--- src/rtl/seg7_pkg.sv ---
// -----------------------------------------------------------------------------
// seg7_pkg
// Shared definitions for the 7-segment display blocks:
//   - SEG_* : active-low segment patterns {dp,g,f,e,d,c,b,a}, dp off
//   - SEG_OFF / DIGIT_OFF : all segments / all digit enables released
//   - state_t : scan FSM states
//   - disp_cfg_t : one displayable update (value, dp, blank, lz_en)
//   - hex_to_seg() : nibble -> segment pattern lookup
// -----------------------------------------------------------------------------
package seg7_pkg;

  localparam logic [7:0] SEG_0   = 8'hC0;
  localparam logic [7:0] SEG_1   = 8'hF9;
  localparam logic [7:0] SEG_2   = 8'hA4;
  localparam logic [7:0] SEG_3   = 8'hB0;
  localparam logic [7:0] SEG_4   = 8'h99;
  localparam logic [7:0] SEG_5   = 8'h92;
  localparam logic [7:0] SEG_6   = 8'h82;
  localparam logic [7:0] SEG_7   = 8'hF8;
  localparam logic [7:0] SEG_8   = 8'h80;
  localparam logic [7:0] SEG_9   = 8'h90;
  localparam logic [7:0] SEG_A   = 8'h88;
  localparam logic [7:0] SEG_B   = 8'h83;
  localparam logic [7:0] SEG_C   = 8'hC6;
  localparam logic [7:0] SEG_D   = 8'hA1;
  localparam logic [7:0] SEG_E   = 8'h86;
  localparam logic [7:0] SEG_F   = 8'h8E;
  localparam logic [7:0] SEG_OFF = 8'hFF;

  localparam logic [3:0] DIGIT_OFF = 4'b1111;

  typedef enum logic {
    SHOW = 1'b0,
    GAP  = 1'b1
  } state_t;

  typedef struct packed {
    logic [15:0] value;
    logic [3:0]  dp;
    logic [3:0]  blank;
    logic        lz_en;
  } disp_cfg_t;

  function automatic logic [7:0] hex_to_seg(input logic [3:0] nibble);
    case (nibble)
      4'h0:    hex_to_seg = SEG_0;
      4'h1:    hex_to_seg = SEG_1;
      4'h2:    hex_to_seg = SEG_2;
      4'h3:    hex_to_seg = SEG_3;
      4'h4:    hex_to_seg = SEG_4;
      4'h5:    hex_to_seg = SEG_5;
      4'h6:    hex_to_seg = SEG_6;
      4'h7:    hex_to_seg = SEG_7;
      4'h8:    hex_to_seg = SEG_8;
      4'h9:    hex_to_seg = SEG_9;
      4'hA:    hex_to_seg = SEG_A;
      4'hB:    hex_to_seg = SEG_B;
      4'hC:    hex_to_seg = SEG_C;
      4'hD:    hex_to_seg = SEG_D;
      4'hE:    hex_to_seg = SEG_E;
      default: hex_to_seg = SEG_F;
    endcase
  endfunction

endpackage

--- src/rtl/seg7_scan_ctrl_if.sv ---
// -----------------------------------------------------------------------------
// seg7_scan_ctrl_if
// Application-side update bus of the scan controller.
//   value[15:0]  : hex value, digit k shows value[4k-1:4k-4]
//   dp[3:0]      : decimal point per digit, active-high
//   blank[3:0]   : force digit off, active-high
//   lz_en        : leading-zero suppression enable
//   load         : one-cycle strobe capturing the four fields above
//   busy         : a captured update is waiting for the next frame boundary
//   frame_done   : one-cycle pulse after each frame boundary
// master = application logic, slave = seg7_scan_ctrl.
// -----------------------------------------------------------------------------
interface seg7_scan_ctrl_if;
  logic [15:0] value;
  logic [3:0]  dp;
  logic [3:0]  blank;
  logic        lz_en;
  logic        load;
  logic        busy;
  logic        frame_done;

  modport master (
    output value, dp, blank, lz_en, load,
    input  busy, frame_done
  );

  modport slave (
    input  value, dp, blank, lz_en, load,
    output busy, frame_done
  );
endinterface

--- src/rtl/seg7_hex_decode.sv ---
// -----------------------------------------------------------------------------
// seg7_hex_decode
// Combinational hex nibble to active-low 7-segment pattern.
//   i_nibble[3:0] : hex digit
//   i_dp          : decimal point on (active-high)
//   i_blank       : force all segments off, including dp
//   o_seg[7:0]    : active-low segments, [7]=dp, [6:0]=g..a
// -----------------------------------------------------------------------------
module seg7_hex_decode
  import seg7_pkg::*;
(
  input  logic [3:0] i_nibble,
  input  logic       i_dp,
  input  logic       i_blank,
  output logic [7:0] o_seg
);

  // NOTE: every always_comb output gets a default first so no path leaves it
  // unassigned, which would otherwise infer a latch.
  always_comb begin
    o_seg = SEG_OFF;
    if (!i_blank) begin
      o_seg    = hex_to_seg(i_nibble);
      o_seg[7] = ~i_dp;
    end
  end

endmodule

--- src/rtl/seg7_scan_ctrl.sv ---
// -----------------------------------------------------------------------------
// seg7_scan_ctrl
// Time-multiplexed scan controller for a 4-digit common-anode 7-segment
// display. Each digit slot is DIV = CLK_HZ/SCAN_HZ cycles: a SHOW phase
// driving one digit, then DEAD_CYCLES blanked GAP cycles to avoid ghosting.
// Updates are double-buffered: load captures into a pending set, which moves
// to the displayed shadow set only at the frame boundary (last GAP cycle of
// digit 4), so a frame never mixes old and new values.
//   clk, rst   : clock, asynchronous active-high reset
//   bus        : update bus (seg7_scan_ctrl_if.slave)
//   digit[4:1] : digit enables, active-low, one-cold or all-ones
//   data[7:0]  : segments, active-low, [7]=dp, [6:0]=g..a
// All outputs are registered. DIV >= DEAD_CYCLES + 2 is required.
// -----------------------------------------------------------------------------
module seg7_scan_ctrl
  import seg7_pkg::*;
#(
  parameter int CLK_HZ      = 50_000_000,
  parameter int SCAN_HZ     = 1000,
  parameter int DEAD_CYCLES = 500
) (
  input  logic              clk,
  input  logic              rst,
  seg7_scan_ctrl_if.slave   bus,
  output logic [4:1]        digit,
  output logic [7:0]        data
);

  localparam int DIV  = CLK_HZ / SCAN_HZ;
  localparam int CW   = (DIV > 2) ? $clog2(DIV) : 1;
  localparam logic [CW-1:0] LAST_SHOW = CW'(DIV - DEAD_CYCLES - 1);
  localparam logic [CW-1:0] LAST_CNT  = CW'(DIV - 1);

  state_t        r_state;
  state_t        w_next_state;
  logic [CW-1:0] r_cnt;
  logic [1:0]    r_idx;          // 0..3 selects digit 1..4
  disp_cfg_t     r_pend;
  disp_cfg_t     r_shad;
  logic          r_busy;
  logic          r_frame_done;
  logic [3:0]    r_digit;
  logic [7:0]    r_data;

  logic          w_slot_end;
  logic          w_boundary;
  logic [3:0]    w_lz;
  logic [3:0]    w_nibble;
  logic [7:0]    w_seg;
  logic [3:0]    w_digit_nxt;
  logic [7:0]    w_data_nxt;

  assign w_slot_end = (r_state == GAP) && (r_cnt == LAST_CNT);
  assign w_boundary = w_slot_end && (r_idx == 2'd3);

  // Leading-zero suppression: a digit goes dark when it and every higher
  // nibble are zero. Digit 1 always shows, and a lit dp keeps its digit on.
  assign w_lz[0] = 1'b0;
  assign w_lz[1] = r_shad.lz_en & ~r_shad.dp[1] & (r_shad.value[15:4]  == 12'h000);
  assign w_lz[2] = r_shad.lz_en & ~r_shad.dp[2] & (r_shad.value[15:8]  == 8'h00);
  assign w_lz[3] = r_shad.lz_en & ~r_shad.dp[3] & (r_shad.value[15:12] == 4'h0);

  assign w_nibble = r_shad.value[{r_idx, 2'b00} +: 4];

  seg7_hex_decode u_decode (
    .i_nibble (w_nibble),
    .i_dp     (r_shad.dp[r_idx]),
    .i_blank  (r_shad.blank[r_idx] | w_lz[r_idx]),
    .o_seg    (w_seg)
  );

  // Next state and next (pre-register) display outputs.
  always_comb begin
    w_next_state = r_state;
    w_digit_nxt  = DIGIT_OFF;
    w_data_nxt   = SEG_OFF;
    case (r_state)
      SHOW: begin
        w_digit_nxt = ~(4'b0001 << r_idx);
        w_data_nxt  = w_seg;
        if (r_cnt == LAST_SHOW) w_next_state = GAP;
      end
      GAP: begin
        if (r_cnt == LAST_CNT) w_next_state = SHOW;
      end
      default: w_next_state = SHOW;
    endcase
  end

  // NOTE: sequential state uses non-blocking assignments so every register
  // samples the pre-edge values regardless of statement order.
  always_ff @(posedge clk or posedge rst) begin
    if (rst) begin
      r_state      <= SHOW;
      r_cnt        <= '0;
      r_idx        <= 2'd0;
      r_pend       <= '0;
      r_shad       <= '0;
      r_busy       <= 1'b0;
      r_frame_done <= 1'b0;
      r_digit      <= DIGIT_OFF;
      r_data       <= SEG_OFF;
    end else begin
      r_state <= w_next_state;
      r_cnt   <= (r_cnt == LAST_CNT) ? '0 : r_cnt + 1'b1;
      if (w_slot_end) r_idx <= r_idx + 2'd1;

      r_digit      <= w_digit_nxt;
      r_data       <= w_data_nxt;
      r_frame_done <= w_boundary;

      // At the boundary the old pending set goes live; a load on that same
      // cycle refills pending and keeps busy set for the following frame.
      if (w_boundary) begin
        r_shad <= r_pend;
        r_busy <= bus.load;
      end else if (bus.load) begin
        r_busy <= 1'b1;
      end

      if (bus.load) r_pend <= {bus.value, bus.dp, bus.blank, bus.lz_en};
    end
  end

  assign digit          = r_digit;
  assign data           = r_data;
  assign bus.busy       = r_busy;
  assign bus.frame_done = r_frame_done;

endmodule

--- src/flat_wrapper.sv ---
// flat-port wrapper written by rule: the top's interface ports become plain ports
module seg7_scan_ctrl_flat import seg7_pkg::*;
#(
  parameter int CLK_HZ      = 50_000_000,
  parameter int SCAN_HZ     = 1000,
  parameter int DEAD_CYCLES = 500
)
  (clk, rst, digit, data, bus_value, bus_dp, bus_blank, bus_lz_en, bus_load, bus_busy, bus_frame_done);
  seg7_scan_ctrl_if bus_i ();
  input  logic clk;
  input  logic rst;
  output logic [4:1] digit;
  output logic [7:0] data;
  input wire logic [$bits(bus_i.value)-1:0] bus_value;
  input wire logic [$bits(bus_i.dp)-1:0] bus_dp;
  input wire logic [$bits(bus_i.blank)-1:0] bus_blank;
  input wire logic [$bits(bus_i.lz_en)-1:0] bus_lz_en;
  input wire logic [$bits(bus_i.load)-1:0] bus_load;
  output wire logic [$bits(bus_i.busy)-1:0] bus_busy;
  output wire logic [$bits(bus_i.frame_done)-1:0] bus_frame_done;
  assign bus_i.value = bus_value;
  assign bus_i.dp = bus_dp;
  assign bus_i.blank = bus_blank;
  assign bus_i.lz_en = bus_lz_en;
  assign bus_i.load = bus_load;
  assign bus_busy = bus_i.busy;
  assign bus_frame_done = bus_i.frame_done;
  seg7_scan_ctrl #(.CLK_HZ(CLK_HZ), .SCAN_HZ(SCAN_HZ), .DEAD_CYCLES(DEAD_CYCLES)) u_core (.clk(clk), .rst(rst), .bus(bus_i), .digit(digit), .data(data));
endmodule
--- config.mk ---
export PLATFORM = sky130hd
export DESIGN_NAME = seg7_scan_ctrl_flat
export DESIGN_NICKNAME = d
export VERILOG_FILES = /design/src/rtl/seg7_pkg.sv /design/src/rtl/seg7_scan_ctrl_if.sv /design/src/rtl/seg7_hex_decode.sv /design/src/rtl/seg7_scan_ctrl.sv /design/src/flat_wrapper.sv
export SDC_FILE = /design/constraint.sdc
export NUM_CORES = 1
export LEC_CHECK = 0
export CORE_MARGIN = 10
export CORE_UTILIZATION = 55
export CTS_CLUSTER_SIZE = 20
export DETAILED_ROUTE_END_ITERATION = 16
export MAX_ROUTING_LAYER = met4
export PLACE_DENSITY = 0.83
export SKIP_CTS_REPAIR_TIMING = 1
export SYNTH_ARGS = -nofsm -noshare
export SYNTH_HDL_FRONTEND = slang
export SYNTH_SLANG_ARGS = --single-unit
--- constraint.sdc ---
create_clock -name clk -period 4.2 [get_ports clk]
set_input_delay 1.05 -clock clk [delete_from_list [all_inputs] [get_ports clk]]
set_output_delay 1.05 -clock clk [all_outputs]
set_load 0.005 [all_outputs]
==> impl_results.md, run 1 <==
- Buffers & Inverters on Critical Path: 1
- Detail Route Antenna Nets: 0
- Crit-path slowest cell: dfstp_2
- Detailed Routing Iterations Pass 1: 4
- Clk_skew: 9.17 ps
- Critical path startpoint category: flip-flop
- Max_slew headroom: 27.7%
- Commonest cells after routing, fill and taps aside: dfrtp_1 (71), clkdlybuf4s50_1 (41), mux2_2 (35)
- Cells after Synth: ~280
- Vias in the first global route: 2403
- Routability cong.: 0.858
- Area grow syn2layout: 17.5%
- Die height: ~100 µm
- Synthesized area: just under 4000 µm²
- Crit-path max cell delay: 520 ps
- Met3 GRT Util: 3.26%
- Pwr/cell area: 347 nW/µm²
- Post-synth EDFFs: 0
- Final Setup Violations: 0
- Mean Syn Cell Area: roughly 14 µm²
- Yosys warns: 0
- Die Area: 11000 µm²
- Drt wl/cell: between 15 and 20 µm
- CTS buffer count: 9
- Total Wirelength: 6.82 mm
- Sequential fraction of the synthesis area: 53.0%
- Nets: 362
- Minimum clock period: about 2400 ps
- Slew Viols, Final: 0
- Clock Sink Count: 83
- Area of the multi-input gates: 1710 µm²
- Leading register cell type out of synthesis: dfrtp_1
- Final hold violations: 0
- DR vias: 2340
- First-pass GRT wire length: 11.6 mm
- Commonest non-fill, non-tap cell in the layout: dfrtp_1
- CTS tree: yes
- Lkg Pwr: 0.00207 µW
- Maximum clock path buffer count: 2
- RSZ-0062 raised after global routing: false
- #FFs+latches synth: 83
- IO Port Bufs: 41
- Crit-path cells: clkdlybuf4s50_1
- IO Count: 42
- Overall power: 1610 µW
- Crit path max-delay family: flip-flops
- TNS Setup: 0 ps
- Antenna cell count: 0
- Finished Core Util: 67.5%
- Placed cells: a little over 400
- Total GRT Usage: 13.2%
- Clock latency on the worst-skew pair: 370 ps
- Fin crit share: 57.8%
- Met2 Use GR: 19.6%
- Initial core utilization: 57.4%
- Reg area: between 2000 and 2500 µm²
- Max cap viols: 0
- CP Capture Type: primary output
- DRC violations left: 0
- Grt total ovfl: 0
- CP Data Arrival Time: 1380 ps
- Net Count, Synth: 320
- HPWL after detailed placement: between 4 and 5 mm
- CP Max Fanout: 1
- Drt via density: between 5 and 6
- Worst vdd ir: 0.255 mV
- Met1 track demand over resource: 16.2%
- GRT busiest layer: met2
- Clk slew on worst S/H paths: 90 ps
- H-Tree Depth: 3
- Core box area: 6870 µm²
- Status: completed
- # fillers: 476
- Initial drt markers: between 100 and 150
- Highest Clock Rate: 412 MHz
- Crit path required time: 3150 ps
- Post-synth ARST share: 100%
- Share of layout cells above drive strength 1: 29.3%
- Worst Setup Path Type: reg2out
- Initial antenna violation count: 0
- Distinct cells, synth: 53
- Worst-Margin Slew: 1080 ps
- CTS root buf: clkbuf_8
- Largest net degree at the start of global routing: 58
- Die W: 105 µm
- Non-Filler Instances: 424
- Standard-cell rows: 30
- Hold Crit Class: reg2reg
[cell usage after synthesis (3+ instances only)]
cell type | count | area share (%)
buf_2 | 3 | 0.38
buf_12 | 3 | 1.5
nor3b_1 | 4 | 0.76
mux2_2 | 35 | 10
mux4_2 | 7 | 4.0
xor2_1 | 12 | 2.7
o311ai_0 | 3 | 0.67
o31ai_1 | 3 | 0.57
mux2_4 | 18 | 6.8
nand3_1 | 8 | 1.0
a21oi_1 | 3 | 0.38
dfrtp_1 | 71 | 45
nand2b_1 | 4 | 0.63
and2_1 | 3 | 0.48
dfstp_2 | 12 | 8.0
ha_1 | 11 | 3.5
nand2_1 | 10 | 0.95
nor2_1 | 9 | 0.86
xnor2_1 | 5 | 1.1
and3_1 | 4 | 0.63
inv_1 | 10 | 0.95
or4_1 | 3 | 0.57
[final timing paths]
check	start	slack, ps	endpoint	cells past startpoint
max in group asynchronous	rst	2210	u_core.digit[2]	3
min in group asynchronous	rst	1190	u_core.r_pend[2]	2
min	u_core.r_cnt[0]	470	u_core.r_cnt[0]	1
max	u_core.data[7]	1770	data[7]	1
min reg2reg	u_core.r_cnt[0]	470	u_core.r_cnt[0]	1
max reg2reg	u_core.r_idx[1]	1850	u_core.data[3]	5
[cell families after synthesis]
group,count (synthesis),synth area share [%]
muxes,62,21.3
adders and majority gates,11,3.49
and+or+nand+nor,62,9.45
xor gates and xnor gates,17,3.77
buffers and inverters,22,3.65
DFF,83,53.0
AOI/OAI and AO/OA,24,5.30
[state kept, by name, summed over array words and instances, names as in the netlist]
name / cells
u_core.r_cnt: 16
u_core.digit: 4
u_core.data: 8
u_core.bus.frame_done: 1
u_core.r_pend: 25
u_core.r_shad: 25
u_core.bus.busy: 1
u_core.r_state: 1
u_core.r_idx: 2
[through the flow]
| stage | hold WS (ps) | area [µm²] | worst slack [ps] |
|---|---|---|---|
| floorplan | 424 | 3950 | 1030 |
| global placement | 439 | 4390 | 1390 |
| detailed placement | 453 | 4390 | 1380 |
| CTS | 464 | 4640 | 1750 |
| global route | 485 | 4640 | 1660 |
| finish | 468 | 4640 | 1770 |
[cell type report]
type | count | area share (%)
Tap cell | 96 | 2.59
Sequential cell | 83 | 45.1
Clock inverter | 6 | 2.40
Multi-Input combinational cell | 176 | 36.9
Clock buffer | 10 | 2.97
Inverter | 10 | 0.837
Timing Repair Buffer | 43 | 9.18
[worst reg2reg max path, delay by kind of cell (launching register included)]
kind	cells	cell delay, ps
AOI/OAI and AO/OA	2	410
muxes	1	650
adders and majority gates	1	280
DFF	1	750
buffers and inverters	1	180
[power breakdown]
group	switching, µW	internal [µW]
sequential	13.5	823
clock	289	412
combinational	27.4	45.4
total	330	1280
[metal layers]
| layer | vias up | part of all wire, % |
|---|---|---|
| met5 | - | 0 |
| met4 | 0 | 1.9 |
| met3 | 10 | 4.6 |
| met2 | 62 | 47 |
| met1 | 1171 | 47 |
| li1 | 1097 | - |
Power figures use the tool's default switching activity.
==> inputs of run 2 (changes only) <==
Settings changed: CORE_UTILIZATION 55 to 51, PLACE_DENSITY 0.83 to 0.81.
Clock period 4.2 ns to 2.1 ns, I/O delays scaled along.
==> impl_results.md, run 2 (synthesis results as in run 1) <==
- Status: completed
- Worst-Margin Slew: 525 ps
- Critical path startpoint category: flip-flop
- Max cap viols: 0
- H-Tree Depth: 3
- HPWL after detailed placement: between 4 and 5 mm
- Maximum clock path buffer count: 2
- Die height: 108 µm
- Die Area: 11700 µm²
- Clock Sink Count: 83
- Drt wl/cell: 15.8 µm
- CP Data Arrival Time: 2240 ps
- Highest Clock Rate: approximately 500 MHz
- Area grow syn2layout: 18.5%
- Antenna cell count: 0
- Slew Viols, Final: 0
- Nets: 370
- Initial drt markers: 89
- TNS Setup: 0 ps
- Worst Setup Path Type: reg2reg
- Clock latency on the worst-skew pair: 370 ps
- Largest net degree at the start of global routing: 84
- Detailed Routing Iterations Pass 1: 4
- Post-route worst setup slack: approximately 110 ps
- Max_slew headroom: 64.6%
- Lkg Pwr: 0.00209 µW
- Share of layout cells above drive strength 1: between 30 and 40%
- Clk slew on worst S/H paths: roughly 80 ps
- DR vias: 2333
- IO Count: 42
- Initial antenna violation count: 0
- CTS root buf: clkbuf_8
- Drt via density: 5.33
- Detail Route Antenna Nets: 0
- Total GRT Usage: roughly 13%
- IO Port Bufs: 41
- Finished Core Util: 61.5%
- First-pass GRT wire length: 11.8 mm
- Setup WS pre-CTS: 69.8 ps
- Commonest non-fill, non-tap cell in the layout: dfrtp_1
- Die W: roughly 110 µm
- Core box area: around 7600 µm²
- CP Capture Type: flip-flop
- Total Wirelength: 6.90 mm
- Hold Crit Class: reg2reg
- Grt total ovfl: 0
- Initial core utilization: between 50 and 60%
- Commonest cells after routing, fill and taps aside: dfrtp_1 (71), clkdlybuf4s50_1 (41), mux2_2 (35)
- Hold slack: 468 ps
- Final hold violations: 0
- CTS buffer count: 9
- Placed cells: approximately 420
- Standard-cell rows: 32
- CTS tree: yes
- Vias in the first global route: 2433
- Non-Filler Instances: 438
- Clk_skew: between 10 and 15 ps
- Minimum clock period: 1990 ps
- Pwr/cell area: 614 nW/µm²
- Crit path required time: 2350 ps
- RSZ-0062 raised after global routing: false
- CP Max Fanout: 18
- Worst vdd ir: about 0.44 mV
- Routability cong.: 0.805
- Top Registers: u_core.r_pend: 25 flops, u_core.r_shad: 25 flops, u_core.r_cnt: 16 flops
- DRC violations left: 0
- Fin crit share: 94.8%
- Final Setup Violations: 0
[run 2: cell count changes in the layout (fill, tap and decap cells not counted), sizes merged]
cell,before,now
buf,2,10
bufinv,3,0
clkbuf,10,9
clkinvlp,1,5
[run 2: routing by layer]
layer / GRT usage, % / routed length [µm] / up-vias
li1: - / - / 1116
met1: 16.4 / 3380 / 1158
met2: 18.8 / 3110 / 53
met3: 3.87 / 316 / 6
met4: 4.96 / 93 / 0
met5: - / 0 / -
[run 2: metrics by stage]
stage / total power, µW / cell area, µm²
floorplan: 1780 / 3950
global placement: 1850 / 4470
detailed placement: 1860 / 4470
CTS: 2910 / 4650
global route: 2980 / 4680
finish: 2870 / 4680
[run 2: area by class of cell]
cell class                 count  area, µm²
tap                          102        128
multi-input combinational    176       1720
fill                         581       2930
inverter                      10       41.3
clock buffer                   9        124
clock inverter                 7       52.6
sequential                    83       2090
timing repair buffer          51        523
[run 2: path summary, 6_finish.rpt]
check	depth (start not counted)	endpoint	from	slack, ps
max	6	u_core.r_shad[9]	u_core.r_cnt[0]	110
min	1	u_core.r_cnt[0]	u_core.r_cnt[0]	470
max reg2reg	6	u_core.r_shad[9]	u_core.r_cnt[0]	110
min reg2reg	1	u_core.r_cnt[0]	u_core.r_cnt[0]	470
max in group asynchronous	3	u_core.r_shad[21]	rst	1130
min in group asynchronous	3	u_core.r_cnt[8]	rst	630
[run 2: where the power goes]
group / switching (µW) / internal [µW]
clock network: 616 / 432
registers: 27.1 / 1650
logic: 55.3 / 95.1
total: 698 / 2170
[run 2: critical path, stage by stage, from the launching register on]
cell	delay, ps
dfrtp_1	380
ha_1	210
and3_2	240
nor3b_4	220
and4_4	330
buf_12	200
mux2_4	310
